### src/rtl/round_pkg.sv
// rtl/round_pkg.sv - shared state encoding and width helpers for the round sequencer
package round_pkg;

  typedef enum logic [1:0] {
    IDLE   = 2'd0,
    ACTIVE = 2'd1,
    GAP    = 2'd2,
    DONE   = 2'd3
  } round_state_t;

  function automatic int tw_f(input int round_sec);
    return $clog2(round_sec + 1);
  endfunction

  function automatic int rw_f(input int num_rounds);
    return (num_rounds <= 1) ? 1 : $clog2(num_rounds);
  endfunction

endpackage

### src/rtl/sec_tick_gen.sv
// rtl/sec_tick_gen.sv - one-second prescaler with synchronous clear and freeze
module sec_tick_gen #(
  parameter int TICK_DIV = 50_000_000
) (
  input  logic clk,
  input  logic rst,
  input  logic clr,
  input  logic hold,
  output logic sec_tick
);

  localparam int CW = (TICK_DIV > 1) ? $clog2(TICK_DIV) : 1;
  localparam logic [CW-1:0] LAST = CW'(TICK_DIV - 1);

  logic [CW-1:0] count;

  always_ff @(posedge clk or posedge rst) begin
    if (rst) begin
      count <= '0;
    end else if (clr) begin
      count <= '0;
    end else if (!hold) begin
      count <= (count == LAST) ? '0 : count + 1'b1;
    end
  end

  // Gated by hold so a frozen terminal count cannot fire repeatedly.
  assign sec_tick = (count == LAST) && !hold;

endmodule

### src/rtl/round_ctrl.sv
// rtl/round_ctrl.sv - multi-round game sequencer; ROUND_PAUSE_EN adds a pause input
module round_ctrl
  import round_pkg::*;
#(
  parameter  int TICK_DIV   = 50_000_000,
  parameter  int ROUND_SEC  = 30,
  parameter  int GAP_SEC    = 2,
  parameter  int NUM_ROUNDS = 3,
  localparam int TW         = tw_f(ROUND_SEC),
  localparam int RW         = rw_f(NUM_ROUNDS)
) (
  input  logic          clk,
  input  logic          rst,
  input  logic          trigger,
  input  logic          abort,
`ifdef ROUND_PAUSE_EN
  input  logic          pause,
`endif
  output logic          start,
  output logic [TW-1:0] elapsed_time,
  output logic [RW-1:0] round_idx,
  output logic          round_done,
  output logic          game_over,
  output logic [1:0]    state
);

  localparam int GW = tw_f(GAP_SEC);

  round_state_t  cur;
  logic          trigger_q;
  logic [GW-1:0] gap_cnt;
  logic          trig_rise;
  logic          sec_tick;
  logic          timed;
  logic          last_round;
  logic          round_end;
  logic          gap_end;
  logic          clr;
  logic          hold;

  assign state      = cur;
  assign trig_rise  = trigger & ~trigger_q;
  assign timed      = (cur == ACTIVE) || (cur == GAP);
  assign last_round = (round_idx == RW'(NUM_ROUNDS - 1));
  assign round_end  = (cur == ACTIVE) && sec_tick && (elapsed_time == TW'(ROUND_SEC - 1));
  assign gap_end    = (cur == GAP) && sec_tick && (gap_cnt == GW'(GAP_SEC - 1));

  // Prescaler restarts on every entry into a timed phase so each second is whole.
  assign clr = !timed || (round_end && !last_round) || gap_end;

`ifdef ROUND_PAUSE_EN
  assign hold = pause && timed;
`else
  assign hold = 1'b0;
`endif

  sec_tick_gen #(.TICK_DIV(TICK_DIV)) u_tick (
    .clk      (clk),
    .rst      (rst),
    .clr      (clr),
    .hold     (hold),
    .sec_tick (sec_tick)
  );

  always_ff @(posedge clk or posedge rst) begin
    if (rst) begin
      cur          <= IDLE;
      trigger_q    <= 1'b0;
      start        <= 1'b0;
      elapsed_time <= '0;
      round_idx    <= '0;
      round_done   <= 1'b0;
      game_over    <= 1'b0;
      gap_cnt      <= '0;
    end else begin
      trigger_q  <= trigger;
      round_done <= 1'b0;
      if (abort && cur != IDLE) begin
        cur          <= IDLE;
        start        <= 1'b0;
        elapsed_time <= '0;
        round_idx    <= '0;
        game_over    <= 1'b0;
        gap_cnt      <= '0;
      end else begin
        case (cur)
          IDLE, DONE: begin
            if (trig_rise) begin
              cur          <= ACTIVE;
              start        <= 1'b1;
              elapsed_time <= '0;
              round_idx    <= '0;
              game_over    <= 1'b0;
              gap_cnt      <= '0;
            end
          end
          ACTIVE: begin
            if (round_end) begin
              elapsed_time <= TW'(ROUND_SEC);
              start        <= 1'b0;
              round_done   <= 1'b1;
              gap_cnt      <= '0;
              if (last_round) begin
                cur       <= DONE;
                game_over <= 1'b1;
              end else begin
                cur <= GAP;
              end
            end else if (sec_tick) begin
              elapsed_time <= elapsed_time + 1'b1;
            end
          end
          GAP: begin
            if (gap_end) begin
              cur          <= ACTIVE;
              start        <= 1'b1;
              elapsed_time <= '0;
              round_idx    <= round_idx + 1'b1;
              gap_cnt      <= '0;
            end else if (sec_tick) begin
              gap_cnt <= gap_cnt + 1'b1;
            end
          end
          default: cur <= IDLE;
        endcase
      end
    end
  end

endmodule

### config.mk
export PLATFORM = sky130hd
export DESIGN_NAME = round_ctrl
export DESIGN_NICKNAME = d
export VERILOG_FILES = /design/src/rtl/round_pkg.sv /design/src/rtl/sec_tick_gen.sv /design/src/rtl/round_ctrl.sv
export SDC_FILE = /design/constraint.sdc
export NUM_CORES = 1
export LEC_CHECK = 0
export ABC_AREA = 0
export CAP_MARGIN = 20
export CORE_ASPECT_RATIO = 2
export CORE_MARGIN = 5
export CORE_UTILIZATION = 35
export DETAILED_ROUTE_END_ITERATION = 8
export SYNTH_ARGS = -nofsm -noshare
export SYNTH_HDL_FRONTEND = slang
export SYNTH_SLANG_ARGS = --single-unit
### constraint.sdc
create_clock -name clk -period 2.8 [get_ports clk]
set_input_delay 0.56 -clock clk [delete_from_list [all_inputs] [get_ports clk]]
set_output_delay 0.56 -clock clk [all_outputs]
set_load 0.05 [all_outputs]
# [Word-level counts from Yosys, hierarchy flattened]
# Cells that the tools add are included.
[op_classes] reduce_logical=21 n_addsub=4 bitwise_logic=2 n_eq_ne=13 n_mux=36
[op_table] operator="2-to-1 mux 26 bit" n=2
[op_table] operator="adder 26 x 1 -> 26 bit, second input constant" n=1
[op_table] operator="== test 26 bit, second input constant" n=1
[op_table] operator="2-to-1 mux 5 bit" n=5
[op_table] operator="2-to-1 mux 2 bit" n=11
[op_table] operator="case mux 5 bit (3 select lines)" n=1
[op_table] operator="2-to-1 mux 1 bit" n=12
[op_table] operator="case mux 2 bit (3 select lines)" n=2
[op_table] operator="AND reduction 3 bit" n=4
[op_table] operator="inequality test 3 x 2 -> 1 bit, second input constant" n=3
[op_table] operator="inequality test 4 x 3 -> 1 bit, second input constant" n=2
[op_table] operator="== test 2 bit, second input constant" n=3
[op_table] operator="logical AND 1 bit" n=6
[op_table] operator="nonzero test 3 bit" n=2
[op_table] operator="adder 5 x 1 -> 5 bit, second input constant" n=1
[op_table] operator="== test 5 bit, second input constant" n=1
[op_table] operator="adder 2 x 1 -> 2 bit, second input constant" n=2
[op_table] operator="== test 2 x 1 -> 1 bit, second input constant" n=2
[op_table] operator="case mux 2 bit (2 select lines)" n=1
[op_table] operator="AND reduction 4 bit" n=1
[op_table] operator="logical OR 1 bit" n=3
[op_table] operator="inequality test 3 bit, second input constant" n=1
[op_table] operator="case mux 1 bit (3 select lines)" n=1
[op_table] operator="zero test 1 bit" n=2
[op_table] operator="other kinds (6)" n=6
[totals] reg_bits=41 output_inout_bits=12 word_cells=85

# [Longest topological paths before layout]
# Gate-level depths: netlist (run 1).
[depth] word_depth=7 ltp_mapped=8

# [Modules after synthesis]
# A second synthesis (run 1) with hierarchy kept.
[hier_totals] cells_unflattened=246 area_unflattened_um2=2384.8
[by_module_without_submodules] module="sec_tick_gen" area_per_inst_um2=1461.4 cells_each=154 n_inst=1
[by_module_without_submodules] module="round_ctrl" area_per_inst_um2=923.4 cells_each=92 n_inst=1

# [Worst setup path before layout (run 1)]
# Ideal clock, no wire load.
[synth_timing] path_kind="register to register" start="reg cur[0] (netlist: state[0])" end="reg start" t_required_ps=2675 path_slack_ps=146 t_arrival_ps=2529 stages_incl_launch_ff=9 n_path_buf=2 path_cell_list="dfrtp_1 inv_1 ha_1 clkbuf_1 or3_1 clkbuf_1 o21ai_0 nor3_4 mux2_2"
[synth_via] elab_chain_len=5 elab_cells_between_ends=17 cone_classes="eq/ne (6); mux (2); reduce/logical (9)"
[synth_rtl] item="from (decl)" line="round_ctrl.sv:29" source="round_state_t cur;"
[synth_rtl] item="from (signal assigned)" line="round_ctrl.sv:67" source="cur <= IDLE;"
[synth_rtl] item="from (signal assigned)" line="round_ctrl.sv:79" source="cur <= IDLE;"
[synth_rtl] item="from (signal assigned)" line="round_ctrl.sv:89" source="cur <= ACTIVE;"
[synth_rtl] item="== test 2 bit / == test 2 x 1 -> 1 bit (equally long branches)" line="round_ctrl.sv:46, round_ctrl.sv:86, round_ctrl.sv:45"
[synth_rtl] item="logical AND 1 bit, on equally long branches (2 in a row)" line="round_ctrl.sv:46, round_ctrl.sv:45"
[synth_rtl] item="inequality test 3 x 2 -> 1 bit (no source line)"
[synth_rtl] item="AND reduction 3 bit (no source line)"
[synth_rtl] item="to (signal assigned)" line="round_ctrl.sv:69" source="start <= 1'b0;"
[synth_rtl] item="to (signal assigned)" line="round_ctrl.sv:80" source="start <= 1'b0;"
[synth_rtl] item="to (signal assigned)" line="round_ctrl.sv:90" source="start <= 1'b1;"
[synth_rtl] item="to (decl)" line="round_ctrl.sv:19" source="output logic start,"
# Several ways; a longest one is shown, not always the timed one.
# A chain may end at the register's enable or synchronous reset.

# [Worst setup path in the final report (run 1)]
[layout_timing] start="reg u_tick.count[18]" end="reg elapsed_time[1]"
[layout_via] elab_chain_len=6 elab_cells_between_ends=11 cone_classes="eq/ne (3); mux (3); reduce/logical (5)"
[layout_rtl] item="from (decl)" line="sec_tick_gen.sv:15" source="logic [CW-1:0] count;"
[layout_rtl] item="from (signal assigned)" line="sec_tick_gen.sv:23" source="count <= (count == LAST) ? '0 : count + 1'b1;"
[layout_rtl] item="== test 26 bit (*)" line="sec_tick_gen.sv:28" source="assign sec_tick = (count == LAST) && !hold;"
[layout_rtl] item="logical AND 1 bit (2 in a row)" line="round_ctrl.sv:45" source="assign round_end = (cur == ACTIVE) && sec_tick && (elapsed_time == TW'(ROUND_SEC - 1));"
[layout_rtl] item="2-to-1 mux 5 bit" line="round_ctrl.sv:98" source="if (round_end) begin"
[layout_rtl] item="case mux 5 bit (3 select lines)" line="round_ctrl.sv:86" source="case (cur)"
[layout_rtl] item="2-to-1 mux 5 bit" line="round_ctrl.sv:78" source="if (abort && cur != IDLE) begin"
[layout_rtl] item="to (signal assigned)" line="round_ctrl.sv:99" source="elapsed_time <= TW'(ROUND_SEC);"
[layout_rtl] item="to (signal assigned)" line="round_ctrl.sv:110" source="elapsed_time <= elapsed_time + 1'b1;"
[layout_rtl] item="to (decl)" line="round_ctrl.sv:20" source="output logic [TW-1:0] elapsed_time,"
# Every way passes the cells marked *; elsewhere a longest branch is shown, timed or not.

==> results of run 1 <==
power groups by stage:
stage	sequential [mW]	clock, mW	combinational [mW]
final	0.712	0.557	0.869
after global routing	0.720	0.597	0.936
after CTS	0.713	0.578	0.880
after floorplan	0.829	0	0.575
after global placement	0.721	0	0.876
after detailed placement	0.723	0	0.877
worst max path at each step:
stage                     cells after the start  slack (ps)         endpoint        startpoint
after detailed placement                      6         170            start             abort
after global routing                          5         100  elapsed_time[1]  u_tick.count[11]
final                                         5         210  elapsed_time[1]  u_tick.count[18]
after global placement                        6         170            start             abort
after CTS                                     5         210  elapsed_time[1]  u_tick.count[18]
after floorplan                               8         150            start          state[0]
kinds of logic after synthesis:
logic type                 share of synthesized area
and+or+nand+nor                                0.260
xor gates and xnor gates                      0.0804
muxes                                         0.0361
DFF                                            0.449
buffers and inverters                         0.0377
adders and majority gates                     0.0383
AOI/OAI and AO/OA                             0.0985
sequential cells by signal, summed over array words and instances (netlist names):
| register | cells |
|---|---|
| gap_cnt | 2 |
| start | 1 |
| round_done | 1 |
| state | 2 |
| game_over | 1 |
| trigger_q | 1 |
| round_idx | 2 |
| u_tick.count | 26 |
| elapsed_time | 5 |
synthesized netlist by cell type, types with 2 or more instances:
library cell	count
a22oi_1	3
nor4_1	4
nor3_4	2
xnor2_1	11
and4_1	4
o21ai_0	10
mux2_4	2
and2_1	3
inv_1	11
nand3_1	12
nor2_1	28
nor3_1	4
clkbuf_1	3
mux2_2	2
o211ai_1	3
or4_1	2
xor2_1	10
dfrtp_1	41
or3_1	4
and3_1	4
nand2_1	14
mux2i_1	3
a21oi_1	6
nor2b_1	3
buf_6	3
ha_1	7
nand4_1	7
nor3b_1	2
stage by stage:
step / std cells / area [um^2]
after CTS: 336 / 2670
after global placement: 328 / 2530
final: 336 / 2670
after global routing: 336 / 2670
after detailed placement: 328 / 2530
after floorplan: 229 / 2290
per-layer routing:
metal,GRT usage,part of all wire,up-vias
li1,-,-,849
met5,0,0,-
met4,0.0622,0.034,0
met2,0.266,0.59,31
met1,0.125,0.35,868
met3,0.0325,0.027,16
cells in the final DEF, fill, tap and decap left out, types with 2 or more instances in the layout:
cell / instances
a21oi_1: 6
a22oi_1: 3
and2_1: 3
and3_1: 4
and4_1: 4
buf_4: 4
clkbuf_16: 5
clkdlybuf4s50_1: 15
clkinv_2: 2
dfrtp_1: 41
ha_1: 7
inv_1: 11
mux2_2: 2
mux2_4: 2
mux2i_1: 3
nand2_1: 14
nand3_1: 12
nand4_1: 7
nor2_1: 28
nor2b_1: 3
nor3_1: 4
nor3_4: 2
nor3b_1: 2
nor4_1: 4
o211ai_1: 3
o21ai_0: 10
or3_1: 4
or4_1: 2
xnor2_1: 11
xor2_1: 10
layout make-up:
class | count | area share
Multi-Input combinational cell | 171 | 0.440
Sequential cell | 41 | 0.384
Clock buffer | 6 | 0.0483
Tap cell | 86 | 0.0403
Timing Repair Buffer | 19 | 0.0675
Inverter | 11 | 0.0155
Clock inverter | 2 | 0.00375
worst reg2reg max path, stage by stage (launching register included):
cell and delay [ps]:
dfrtp_1 400, or4b_1 540, or4_1 690, nor3_2 350, o21a_4 210, mux2_4 300
==> results.txt, run 1 <==
The number of nets in the final layout is 260. The share of synthesized area in the top cell type comes to 0.449. Of all cell types, the one taking the most synthesized area is dfrtp_1. The internal power of the cells came out at 1.29 mW. In the final layout, the share of cells above drive strength 1 is 0.104. The number of global-route vias before repair came out at ~1800. The slew at the pin with the worst max-slew slack is ~600 ps. The count of nets left with antenna violations once routing finished came out at 0.

Setup slack closes at 209 ps. For this run, the register share of the synthesized area comes to 0.449. The required time of the critical path is 2980 ps. The startpoint of the tightest hold check path is gap_cnt[1]. The detailed-router iteration count before antenna repair is 4. Data arrives at the worst endpoint at 2770 ps. The total power per unit cell area came out at 801 nW/um^2. The count of cells along the worst hold path is 1.

The area enclosed by the die boundary is 8350 um^2. The total routing usage reported by global routing came out at 0.138. For this run, the top clock speed supported by timing is 386 MHz.

The type of element launching the critical path is a flip-flop. The final count of pins violating max slew is 0. The pin count of the biggest net entering global routing is 42. The number of hold buffers added after CTS is 0. The global-route wire length before repair came out at roughly 8600 um. The slowest library cell on the worst path is or4_1. The hold path endpoint is gap_cnt[1].

After synthesis, the cell types taking the most area are dfrtp_1 45%, nor2_1 4.6%, xnor2_1 4.2%, ha_1 3.8%, xor2_1 3.8%. The number of buffer and inverter stages on the critical path came out at 0. The total of max-cap violations is 0. The tree is rooted in a clkbuf_16.

The setup violation total in the final timing report came out at 0. The number of flops mapped to enable cells by yosys is 0. The endpoint identified for the worst register-to-register timing path is elapsed_time[1]. The weighted congestion at the end of routability-driven global placement is 0.832. Dividing the detail-routed via count by the number of cells gives between 5 and 6.

The total net switching power is approximately 0.85 mW. The count of input and output buffers is 15. The sort of element at the end of the critical path is a flip-flop.

For this block, the initial DRC count from the detailed router was 107. The routed length per placed instance came out at roughly 16 um. The row count is 41. The area added between synthesis and finish came out at 16.7%.

The total clock sinks came out at 41. At the end of the flow the core is filled with cells to 0.420. The final critical-path required period is 2590 ps. After clock tree synthesis, the clock-pin slew on the worst setup and hold paths is ~60 ps. The synthesis warning total came out at 0. The number of hold violations in the final report is 0.

The share of total power dissipated in sequential elements is 0.333. The number of antenna diodes came out at 0. The number of flip-flops and latches in the synthesized netlist is 41.

In the final layout, flip-flops and latches occupy 1030 um^2. The maximum clock path buffer count is 2. Setup repair after global routing left no endpoint under its margin. The initial cell density of the core came out at 0.360. The level count of the clock H-tree came out at 2. The total power came out at between 2 and 2.5 mW.

Clock latency on the worst-skew pair, taken at its later pin, is 290 ps. The commonest register cell after synthesis is dfrtp_1. The width of the chip is ~67 um. The estimated wirelength of the detail-placed design came out at 3930 um. The placement-stage worst setup slack came out at 173 ps.

The area used by multi-input combinational logic is 1170 um^2. The detailed router placed 1764 vias in this run. The fraction of power consumed by combinational cells is 0.407. The synthesized area per cell came out at ~10 um^2. The switching fraction of total power is 0.399. In this run the critical register-to-register path is launched from u_tick.count[18]. The TritonCTS clock tree is built. Clock tree synthesis inserted a total of 5 buffers.

The clock skew after layout came out at around 6.9 ps. The run finished with clean final reports. In this run the static leakage power is 1.11 nW. The setup TNS after final layout came out at 0 ps.

The number of DRC violations after detailed routing is 0. Fill cells in the final layout number 663. The worst reg-to-reg path cell count is 5. The share of async-settable or async-resettable flops after synthesis is 1.00. In the finished design, the share of the clock period the worst path needs comes to 0.925.

The count of cells resized by post-cts repair is 0. The share of total power dissipated in the clock network is 0.260. On the critical path the largest part of the delay comes from simple AND/OR/NAND/NOR gates. The number of standard cells after synthesis is 229. The worst setup path is of the reg -> reg kind. The register-to-register setup slack came out at between 200 and 250 ps. The buffers inserted during post-CTS setup optimization came out at 0. The max-slew headroom at the worst pin came out at 0.598. The distinct cell type count after synthesis is just under 50. The worst supply voltage drop on vdd came out at 0.368 mV.

The delay of the slowest critical-path stage is slightly below 700 ps. The largest fanout on the critical path is 7. The synthesized netlist net count came out at 240. The signal on the critical path passes through or4b_1, or4_1, nor3_2, o21a_4, mux2_4. The height of the die is roughly 120 um. The final layout contains routed wiring with a total length of between 5000 and 6000 um. The number of antenna violations at the first check in global routing came out at 0. After global routing the overflow that remains totals 0. The worst hold margin is 501 ps. The type of the most critical hold path is reg -> reg. The core region is 6360 um^2. Summing every instance area after synthesis gives 2290 um^2. The boundary pin count is 16.
Note: power is estimated with default switching activity, not from simulation.
==> run 2, diff against run 1 <==
--- a/config.mk
+++ b/config.mk
@@ -11,6 +11,7 @@
 export CORE_MARGIN = 5
 export CORE_UTILIZATION = 35
 export DETAILED_ROUTE_END_ITERATION = 8
+export SKIP_LAST_GASP = 1
 export SYNTH_ARGS = -nofsm -noshare
 export SYNTH_HDL_FRONTEND = slang
 export SYNTH_SLANG_ARGS = --single-unit
==> results of run 2 <==
No change in the layout: final DEF, timing and power equal those of run 1.
==> run 3, diff against run 2 <==
--- a/config.mk
+++ b/config.mk
@@ -9,7 +9,7 @@
 export CAP_MARGIN = 20
 export CORE_ASPECT_RATIO = 2
 export CORE_MARGIN = 5
-export CORE_UTILIZATION = 35
+export CORE_UTILIZATION = 30
 export DETAILED_ROUTE_END_ITERATION = 8
 export SKIP_LAST_GASP = 1
 export SYNTH_ARGS = -nofsm -noshare
==> run 3 against run 2 <==
Net effect: routed wire length about the same; non-clock buffer count did not move; global-route usage down 2.1 points; power rose by 2.0%; critical path depth is the same; fmax is 0.75% lower; core utilization decreased by 6.2 points; combinational power decreased by 0.7%; cell count grew 2.4%; critical path type unchanged; critical endpoint is now elapsed_time[0].
==> results.txt, run 3 (synthesis gave the netlist of run 1 again) <==
Detailed routing inserted a total of 1771 vias. The worst setup path is launched from a flip-flop. The data arrival time of the worst path came out at 2780 ps. Once placement completed, the tool counted placed cells totaling 336.

The count of cells along the worst hold path came out at 1. The row count is 45. In this run, post-CTS repair resized a total of 0 instances.

The initial utilization of the core area, before any placement, comes to 0.303. The routed length per placed instance is 15.1 um. The maximum clock path buffer count is 2. The total of fill cells in the finished design came out at 782. The final critical-path required period came out at 2610 ps. In the final layout, the registers with the most flip-flops are u_tick.count x26, elapsed_time x5. The share of the clock period used by the worst path after layout is 0.932. The final layout contains 260 nets.

Of all nets on the critical path, the largest fanout is 7. The run finished with clean final reports. The worst hold path belongs to the class reg -> reg.

TritonCTS built the clock tree. The global route total overflow came out at 0. During I/O placement, the number of pins put on the boundary was 16. The flip-flop count of the largest register, all copies and words added is 26.

The die is 133 um tall. Of the total power, the share spent switching nets is 0.387. The remaining antenna violation count is 0. The buffers inserted during post-CTS setup optimization is 0. The clock transition at the registers of the reported paths came out at around 60 ps.

The worst hold path begins at gap_cnt[1]. The final count of pins violating max slew came to 0. The first global-routing pass estimated between 8000 and 9000 um of wire. The critical path start-end classification is reg -> reg.

The total clock sinks is about 40. Summed over all cells, the static leakage comes to ~1.1 nW. At the end of the flow the core is filled with cells to 0.358. The worst reg-to-reg path cell count is 5. The area of the core region is 7540 um^2. The estimated wirelength of the detail-placed design is 3930 um. The post-route non-filler standard cell count came out at roughly 340.

In this run the register-to-register setup slack is 190 ps. The first detailed-routing pass ran for 4 iterations. The ratio of cells with drive above 1 in the final layout came out at 0.108. The number of antenna violations at the first check in global routing is 0. The launch instance of the worst register-to-register path is u_tick.count[11].

Of the total power, registers draw 0.325. The total power came out at approximately 2.2 mW. The internal power of the cells came out at 1.34 mW. The number of hold violations in the final report is 0.

The finished cells cover 2700 um^2. The sequential standard cell area came out at 1030 um^2. The part of the total power dissipated in the clock network came out at 0.279. In the layout the commonest cells are 41 x dfrtp_1, 28 x nor2_1, 15 x clkdlybuf4s50_1, 14 x nand2_1, 12 x nand3_1.

The total power per unit cell area came out at 809 nW/um^2. Once placement finished, the instance area stood at 2540 um^2. The required time of the critical path came out at 2970 ps. STA classifies the critical path endpoint as a flip-flop. Timing would allow up to around 380 MHz.

The weighted congestion at the end of routability-driven global placement came out at 0.760. The slew at the pin with the worst max-slew slack is 577 ps. Summed over all nets, the switching power comes to 0.844 mW.

The buffer cell driving the clock tree root is clkbuf_16. The setup violation total in the final timing report is 0. The worst-skew pair later-pin latency is 290 ps. The clock skew after layout came out at 5.16 ps. The CTS buffer count came out at 5. The worst supply voltage drop on vdd is 0.274 mV. The endpoint identified for the worst register-to-register timing path is elapsed_time[0]. Using the TritonRoute via totals, the vias-per-cell ratio works out to 5.15.

The area added between synthesis and finish came out at 17.9%. The multi-input combinational cells in the finished layout cover a total of 1170 um^2. The total routing usage reported by global routing is 0.116. The width of the chip came out at between 70 and 80 um. The number of antenna diodes came out at 0.

The total of max-cap violations is 0. More flip-flops sit in one register than any other, and that register is u_tick.count. The most common library cell in the layout ignoring fill and taps is dfrtp_1.

The initial detailed-routing violation count is 110. Setup repair after global routing left no endpoint under its margin. Headroom to the max-slew limit came out at 0.611. Entering global routing, the biggest net connects 42 pins. The worst hold margin is 495 ps. After layout, the worst setup slack is 189 ps. The hold path endpoint is gap_cnt[1]. The area enclosed by the die boundary is 9580 um^2. The placement-stage worst setup slack came out at 187 ps. The fraction of power consumed by combinational cells came out at 0.396.

The count of input and output buffers came out at 15. The level count of the clock H-tree came out at 2. The number of DRC violations after detailed routing came out at 0. The setup TNS after final layout came out at 0 ps.

The number of global-route vias before repair came out at about 1900. Buffers inserted to repair hold after CTS numbered 0. The total wire length is roughly 5200 um.
==> run 3: worst max-delay path by stage <==
stage	depth (start not counted)	start	slack (ps)	endpoint
after detailed placement	6	abort	190	state[0]
after floorplan	8	state[0]	150	start
after global placement	6	abort	200	start
final	5	u_tick.count[11]	190	elapsed_time[0]
after CTS	5	u_tick.count[11]	190	elapsed_time[0]
after global routing	5	u_tick.count[11]	100	elapsed_time[0]
==> run 3: cell type report <==
| type | instances | area share |
|---|---|---|
| clock inverters | 1 | 0.00186 |
| clock buffers | 7 | 0.0566 |
| multi-input cells | 171 | 0.436 |
| inverters | 11 | 0.0153 |
| well taps | 94 | 0.0436 |
| repair buffers | 19 | 0.0668 |
| flip-flops and latches | 41 | 0.380 |
==> run 3: per-layer routing <==
metal | global-route usage | share of wire | vias to the layer above
met2 | 0.220 | 0.58 | 45
li1 | - | - | 849
met3 | 0.0219 | 0.033 | 19
met1 | 0.108 | 0.34 | 858
met5 | 0 | 0 | -
met4 | 0.0753 | 0.051 | 0
==> run 3: power by group through the flow <==
stage | registers [mW] | logic [mW] | clock network (mW)
6_report | 0.709 | 0.863 | 0.609
5_1_grt | 0.720 | 0.942 | 0.645
4_1_cts | 0.710 | 0.882 | 0.629
3_5_place_dp | 0.720 | 0.876 | 0
3_3_place_gp | 0.718 | 0.871 | 0
2_1_floorplan | 0.829 | 0.575 | 0
==> run 3: critical path: stages (launching register included) <==
cell and delay (ps):
dfrtp_1 410, or4_1 530, or4_1 700, nor3_2 340, o21a_4 210, mux2_4 300
